$ cat config.mk
export PLATFORM = sky130hd
export DESIGN_NAME = mem_rmw_unit
export DESIGN_NICKNAME = d
export VERILOG_FILES = /design/src/rtl/mem_rmw_unit.sv
export SDC_FILE = /design/constraint.sdc
export NUM_CORES = 1
export LEC_CHECK = 0
export CAP_MARGIN = 20
export CORE_MARGIN = 2
export CORE_UTILIZATION = 48
export DETAILED_ROUTE_END_ITERATION = 8
export PLACE_DENSITY = 0.91
export SKIP_CTS_REPAIR_TIMING = 1
export SYNTH_ARGS = -nofsm -noshare
export SYNTH_HDL_FRONTEND = slang
export SYNTH_SLANG_ARGS = --single-unit
$ cat constraint.sdc
create_clock -name clk -period 3.4 [get_ports clk]
set_clock_uncertainty 0.15 [all_clocks]
set_input_delay 1.02 -clock clk [delete_from_list [all_inputs] [get_ports clk]]
set_output_delay 1.02 -clock clk [all_outputs]
set_load 0.03 [all_outputs]
$ cat src/rtl/mem_rmw_unit.sv
// mem_rmw_unit: byte-masked load / read-modify-write store unit in front of a
// single-port synchronous 64-bit RAM.
//   Loads          : READ -> MERGE -> RESP  (result = rdata AND mask)
//   Partial stores : READ -> MERGE (merged write) -> RESP
//   Full stores    : WRITE -> RESP  (no read)
//   Zero stores    : RESP           (no memory access)
// Optional feature macro: MEM_RMW_SIGN_EXT_EN. When it is defined, a load with
// req_signed=1 copies the highest selected bit into every result bit above it.
module mem_rmw_unit #(
  parameter int ADDR_W = 10
) (
  input  logic              clk,
  input  logic              rst,
  input  logic              req_valid,
  output logic              req_ready,
  input  logic              req_we,
  input  logic [ADDR_W-1:0] req_addr,
  input  logic [63:0]       req_mask,
  input  logic [63:0]       req_wdata,
  input  logic              req_signed,
  output logic              mem_en,
  output logic              mem_we,
  output logic [ADDR_W-1:0] mem_addr,
  output logic [63:0]       mem_wdata,
  input  logic [63:0]       mem_rdata,
  output logic              resp_valid,
  output logic [63:0]       resp_rdata
);

  typedef enum logic [2:0] {
    IDLE  = 3'd0,
    READ  = 3'd1,
    MERGE = 3'd2,
    WRITE = 3'd3,
    RESP  = 3'd4
  } state_t;

  state_t state_reg, state_next;

  // Request fields captured on acceptance
  logic              we_reg;
  logic [ADDR_W-1:0] addr_reg;
  logic [63:0]       mask_reg;
  logic [63:0]       wdata_reg;
  logic [63:0]       resp_rdata_reg;

  logic        accept;
  logic        mask_full;
  logic        mask_zero;
  logic        mem_en_raw;
  logic        mem_we_raw;
  logic [63:0] merged_data;
  logic [63:0] masked_rdata;
  logic [63:0] load_result;

  assign accept    = req_valid && (state_reg == IDLE);
  assign mask_full = &req_mask;
  assign mask_zero = ~|req_mask;

  // Byte lanes: the mask is byte-granular, so merging works lane by lane
  for (genvar gi = 0; gi < 8; gi++) begin : g_lane
    assign merged_data[gi*8 +: 8]  = (mem_rdata[gi*8 +: 8] & ~mask_reg[gi*8 +: 8])
                                   | (wdata_reg[gi*8 +: 8] &  mask_reg[gi*8 +: 8]);
    assign masked_rdata[gi*8 +: 8] = mem_rdata[gi*8 +: 8] & mask_reg[gi*8 +: 8];
  end

`ifdef MEM_RMW_SIGN_EXT_EN
  logic signed_reg;
  logic sign_bit;
  logic above_top;

  // Sign extension: replicate the highest selected bit into all bits above it
  always_comb begin
    sign_bit    = 1'b0;
    above_top   = 1'b1;
    load_result = masked_rdata;
    for (int i = 0; i < 64; i++) begin
      if (mask_reg[i]) sign_bit = masked_rdata[i];
    end
    for (int i = 63; i >= 0; i--) begin
      if (mask_reg[i]) above_top = 1'b0;
      if (above_top && signed_reg) load_result[i] = sign_bit;
    end
  end
`else
  // Without sign extension, loads are always zero-extended
  logic unused_signed;
  assign unused_signed = req_signed;
  assign load_result   = masked_rdata;
`endif

  // Next-state and output decode
  always_comb begin
    state_next = state_reg;
    req_ready  = 1'b0;
    mem_en_raw = 1'b0;
    mem_we_raw = 1'b0;
    mem_wdata  = 64'd0;
    resp_valid = 1'b0;
    case (state_reg)
      IDLE: begin
        req_ready = 1'b1;
        if (req_valid) begin
          if (!req_we)        state_next = READ;
          else if (mask_full) state_next = WRITE;
          else if (mask_zero) state_next = RESP;
          else                state_next = READ;
        end
      end
      READ: begin
        mem_en_raw = 1'b1;
        state_next = MERGE;
      end
      MERGE: begin
        if (we_reg) begin
          mem_en_raw = 1'b1;
          mem_we_raw = 1'b1;
          mem_wdata  = merged_data;
        end
        state_next = RESP;
      end
      WRITE: begin
        mem_en_raw = 1'b1;
        mem_we_raw = 1'b1;
        mem_wdata  = wdata_reg;
        state_next = RESP;
      end
      RESP: begin
        resp_valid = 1'b1;
        state_next = IDLE;
      end
      default: state_next = IDLE;
    endcase
  end

  // Reset gates the RAM strobes directly so an interrupted RMW never writes
  assign mem_en     = mem_en_raw & ~rst;
  assign mem_we     = mem_we_raw & ~rst;
  assign mem_addr   = addr_reg;
  assign resp_rdata = resp_rdata_reg;

  // State, request latch and load-result register
  always_ff @(posedge clk) begin
    if (rst) begin
      state_reg      <= IDLE;
      we_reg         <= 1'b0;
      addr_reg       <= '0;
      mask_reg       <= 64'd0;
      wdata_reg      <= 64'd0;
      resp_rdata_reg <= 64'd0;
`ifdef MEM_RMW_SIGN_EXT_EN
      signed_reg     <= 1'b0;
`endif
    end else begin
      state_reg <= state_next;
      if (accept) begin
        we_reg    <= req_we;
        addr_reg  <= req_addr;
        mask_reg  <= req_mask;
        wdata_reg <= req_wdata;
`ifdef MEM_RMW_SIGN_EXT_EN
        signed_reg <= req_signed;
`endif
      end
      if (state_reg == MERGE && !we_reg) resp_rdata_reg <= load_result;
    end
  end

endmodule

==> results.cfg, run 1 <==
[timing]
period_minus_slack_ns = 3.29
slew_viol_final = 0
holdWs_ns = 0.300
rsz0062_at_grt = no
relSlewSlack = 0.282
worstMarginPinSlew_ns = 1.08
fin_crit_sh = 0.967
hold_viol_final = 0
setup_ws_ns = 0.112
max_freq_mhz = 304
setup_viol = 0

[layout]
drive_gt1_frac = 0.0823
n_fill_cell = 1397
syn_to_final_growth_pct = 46.1
diodes = 0
num-nets-final = 1738

[grt]
grt_pass1_vias = 9768
antenna_found_initial = 0
grt_max_degree = 209
track_usage = 0.306
grt_pass1_wl_um = 49500
grt-ovfl-total = 0

[pwr]
p_leak_uw = 0.00462
pwr_density_cell_nw_per_um2 = 434
ir_drop_uv = 392

[drt]
drc = 0
antenna_left = 0
wl_per_cell_um = 18.7
via_per_inst = 5.72
vias = 10200
wl_um = 33200
drtIter0Drc = 827
first_pass_iters = 5

[synth]
async_flop_share = 0
syn_inst = 1231
syn_area_um2 = 9040
synth-edff-count = 0
synth_cell_types = 29
ys_top_cells_by_count = nand2_1, a21oi_1, dfxtp_1
yosysTopAreaCell = dfxtp_1
ys_seq_elements = 206
syn_nets = 1438
yosysMostFrequentCell = nand2_1
syn_avg_cell_area_um2 = 7.34
ys_top_cells_by_area = dfxtp_1, a21oi_1, nand2_1, nand3b_1, nand3_1
ys_seq_area_frac = 0.456
yosys_warnings = 0
yosys.area.top_type_share = 0.456
ys.flop_type = dfxtp_1

[setup_path]
cpMaxStageDelayCell = dfxtp_2
cp-end-kind = primary output
critical_path_class = flop to primary output
startpoint_type = flop
worst-path-max-fanout = 32
crit_family = simple AND/OR/NAND/NOR gates
crit_buf_inv = 2
cpPeakStageDelay_ns = 0.37
critical_path_required_ns = 2.23
crit_arrival_ns = 2.12
path_cells = nor2_2 -> and3_4 -> buf_16 -> a21oi_1 -> o21ai_0 -> buf_4

[floorplanning]
coreArea_um2 = 18600
io_pins = 349
die_h_um = 141
die_x_um = 141
rows = 50
die-area_um2 = 19900
start_util = 0.486

[clocking]
cts.sinks = 206
cts.clk_slew.worst_paths_ns = 0.06
max-clock-path-buffers = 3
cts_root_buffer = clkbuf_16
cts_buffers = 22
cts_tree = yes
htree_levels = 1
clock_latency_ns = 0.50

[flow_run]
max-cap-violations = 0

[placed_design]
pre_cts_ws_ns = 0.269
dpl.hpwl_um = 21600
io_buffers = 347
place_congestion = 0.888

[run_status]
status = completed

[min_path]
worstHoldPathType = flop to flop
[area by class of cell]
cell class / instances / area, µm² / share of cell area
clock buffer: 31 / 636 / 0.0481
inverter: 65 / 244 / 0.0185
clock inverter: 6 / 58.8 / 0.00445
tap: 234 / 293 / 0.0222
multi-input combinational: 871 / 4200 / 0.318
timing repair buffer: 365 / 3650 / 0.276
sequential: 206 / 4130 / 0.313
[layer usage]
metal / up-vias / global-route usage / wire (µm)
met1: 4704 / 0.370 / 12600
li1: 4732 / - / -
met3: 122 / 0.0605 / 3170
met4: 0 / 0.153 / 1710
met5: - / 0 / 0
met2: 609 / 0.521 / 15700
[logic make-up after synthesis]
group,synth area share
AND/OR/NAND/NOR,0.276
AO/OA/AOI/OAI,0.186
flip-flops,0.456
buffers and inverters,0.0818
[layout by cell type (no fill, tap or decap), drive strengths merged, types with 19 or more instances in the layout]
cell type / Yosys / layout
inv: 65 / 65
clkbuf: 51 / 35
nand2: 345 / 345
a21oi: 268 / 268
nand4: 19 / 19
clkdlybuf4s50: 0 / 280
o21ai: 65 / 65
nand3: 67 / 67
nor4: 19 / 19
buf: 38 / 80
dfxtp: 206 / 206
nand3b: 65 / 65
[through the flow]
step / instance area [µm²] / setup TNS, ns / utilization / instances / power [µW]
after floorplan: 9040 / 0 / - / 1231 / 3010
after global placement: 12400 / 0 / 0.667 / 1737 / 3400
after detailed placement: 12400 / 0 / 0.667 / 1737 / 3420
after CTS: 13100 / -0.155 / 0.704 / 1774 / 5730
after global routing: 13200 / 0 / 0.711 / 1778 / 5910
final: 13200 / 0 / 0.711 / 1778 / 5720
[final timing paths]
kind                                             startpoint  slack, ns  cells past startpoint                     endpoint
worst min register to register  resp_rdata[57]$_SDFFE_PP0P_       0.30                      2  resp_rdata[57]$_SDFFE_PP0P_
worst min-delay path            resp_rdata[57]$_SDFFE_PP0P_       0.30                      2  resp_rdata[57]$_SDFFE_PP0P_
worst max register to register    state_reg[2]$_SDFFE_PP0P_       1.41                      5    wdata_reg[7]$_SDFFE_PP0P_
worst max-delay path              state_reg[2]$_SDFFE_PP0P_       0.11                      6                 mem_wdata[8]
[tightest hold or removal path, stage by stage, from the launching register on]
cell     delay (ns)
dfxtp_1        0.31
nand2_1        0.05
a21oi_1        0.05
[power breakdown]
| part | internal [µW] | switching (µW) |
|---|---|---|
| sequential | 2530 | 88.2 |
| combinational | 371 | 403 |
| clock | 1370 | 962 |
(Power assumes the default switching activity.)
==> inputs of run 2 (changes only) <==
--- a/config.mk
+++ b/config.mk
@@ -7,9 +7,10 @@
 export LEC_CHECK = 0
 export CAP_MARGIN = 20
 export CORE_MARGIN = 2
-export CORE_UTILIZATION = 48
+export CORE_UTILIZATION = 25
+export CTS_BUF_LIST = sky130_fd_sc_hd__clkbuf_8
 export DETAILED_ROUTE_END_ITERATION = 8
-export PLACE_DENSITY = 0.91
+export PLACE_DENSITY = 0.55
 export SKIP_CTS_REPAIR_TIMING = 1
 export SYNTH_ARGS = -nofsm -noshare
 export SYNTH_HDL_FRONTEND = slang
==> constraint.sdc (replaced) <==
create_clock -name clk -period 3.4 [get_ports clk]
set_clock_uncertainty 0.15 [all_clocks]
set_input_delay 0.68 -clock clk [delete_from_list [all_inputs] [get_ports clk]]
set_output_delay 0.68 -clock clk [all_outputs]
set_load 0.03 [all_outputs]
==> run 2 against run 1 <==
  * Count of clock-buffer cells in the layout grew 24
  * Routed wire length rose by 11%
  * Cell area increased by 4.5%
  * Sequential power barely moved
  * Combinational power up 2.8%
  * Hold slack worse by 0.0015 ns
  * Clock power is 14% higher
  * Critical endpoint unchanged
  * Highest routed layer unchanged
==> results.cfg, run 2 (synthesized netlist as in run 1, its figures left out) <==
[timing]
slew_viol_final = 0
hold_viol_final = 0
setup_ws_ns = 0.163
period_minus_slack_ns = 3.24
fin_tns_setup_ns = 0
max_freq_mhz = 309
setup_viol = 0
rsz0062_at_grt = no
holdWs_ns = 0.299
fin_crit_sh = 0.952
worstMarginPinSlew_ns = 0.802
relSlewSlack = 0.466

[setup_path]
critical_path_required_ns = 2.57
worst-path-max-fanout = 26
critical_path_class = flop to primary output
cpMaxStageDelayCell = dfxtp_1
cp-end-kind = primary output
crit_buf_inv = 3
crit_family = buffers and inverters
startpoint_type = flop
cpPeakStageDelay_ns = 0.40
crit_arrival_ns = 2.41
path_cells = nor2_2 -> and3_4 -> buf_12 -> buf_8 -> a21oi_1 -> o21ai_0 -> buf_4

[clocking]
clock_latency_ns = 0.57
cts_root_buffer = clkbuf_8
htree_levels = 2
cts_buffers = 42
max-clock-path-buffers = 3
cts.clk_slew.worst_paths_ns = 0.06
cts_tree = yes
cts.sinks = 206

[drt]
top_layer_used = met4
wl_per_cell_um = 17.9
first_pass_iters = 5
antenna_left = 0
dr_wl_met2_um = 17100
dr_wl_met3_um = 2210
vias = 9647
drc = 0
via_per_inst = 4.69
wl_met1_um = 16500
drtIter0Drc = 443
wl_um = 36800

[grt]
grt-ovfl-total = 0
grt_pass1_vias = 9492
track_usage = 0.189
grt_pass1_wl_um = 56100
antenna_found_initial = 3
grt_max_degree = 72

[layout]
layout_commonest_cell = nand2_1
n_fill_cell = 3787
drive_gt1_frac = 0.0935
stdcell_count = 2057
final_area_um2 = 13800
num-nets-final = 1768
layout_common_cells = nand2_1, clkdlybuf4s50_1, a21oi_1
syn_to_final_growth_pct = 52.7

[placed_design]
place_inst = 1976
dpl-instance-area_um2 = 12800
pre_cts_ws_ns = 0.462
dpl.hpwl_um = 25600
io_buffers = 347
place_congestion = 0.819

[floorplanning]
rows = 69
coreArea_um2 = 35600
io_pins = 349
die_x_um = 194
start_util = 0.254
die_h_um = 194
die-area_um2 = 37700

[pwr]
pwr_density_cell_nw_per_um2 = 440
ir_drop_uv = 246
p_leak_uw = 0.00504

[flow_run]
max-cap-violations = 0

[run_status]
status = completed

[min_path]
worstHoldPathType = flop to flop
## run 2: cell types whose count changed in the layout (fill, tap and decap cells not counted), sizes merged
cell / previous run / this run
clkbuf: 35 / 55
clkdlybuf4s50: 280 / 281
clkinv: 5 / 3
clkinvlp: 0 / 1
diode: 0 / 3
dlymetal6s2s: 1 / 14
inv: 65 / 81
## run 2: final cells by class
type | count | area (µm²) | share of cell area
antenna | 3 | 7.51 | 0.000544
timing repair buffer | 375 | 3780 | 0.274
inverter | 65 | 244 | 0.0177
clock inverter | 21 | 113 | 0.00816
tap | 461 | 577 | 0.0418
sequential | 206 | 4130 | 0.299
multi-input combinational | 871 | 4200 | 0.304
clock buffer | 55 | 757 | 0.0549
## run 2: per-stage QoR
step	utilization	power, µW
2_1_floorplan	-	3010
3_3_place_gp	0.361	3460
3_5_place_dp	0.361	3470
4_1_cts	0.386	6170
5_1_grt	0.388	6360
6_report	0.388	6070
## run 2: where the power goes
group / switching, µW / internal [µW]
sequential: 84.0 / 2530
combinational: 412 / 384
clock: 1140 / 1520
total: 1640 / 4430
## run 2: path summary, 6_finish.rpt
| path | startpoint | end | slack [ns] | depth (start not counted) |
|---|---|---|---|---|
| min | resp_rdata[58]$_SDFFE_PP0P_ | resp_rdata[58]$_SDFFE_PP0P_ | 0.30 | 2 |
| max reg2reg | state_reg[2]$_SDFFE_PP0P_ | mask_reg[23]$_SDFFE_PP0P_ | 1.23 | 5 |
| max | state_reg[2]$_SDFFE_PP0P_ | mem_wdata[8] | 0.16 | 7 |
| min reg2reg | resp_rdata[58]$_SDFFE_PP0P_ | resp_rdata[58]$_SDFFE_PP0P_ | 0.30 | 2 |
## run 2: routing by layer
layer / GRT usage / vias to the layer above
met3: 0.0454 / 60
li1: - / 4826
met1: 0.242 / 4470
met2: 0.307 / 291
met5: 0 / -
met4: 0.0707 / 0
## run 2: worst reg2reg max path: cells and delay by family, from the launching register on
family          cells  cell delay [ns]
simple gates        3             0.96
compound gates      1             0.06
buf+inv             1             0.45
flops               1             0.40
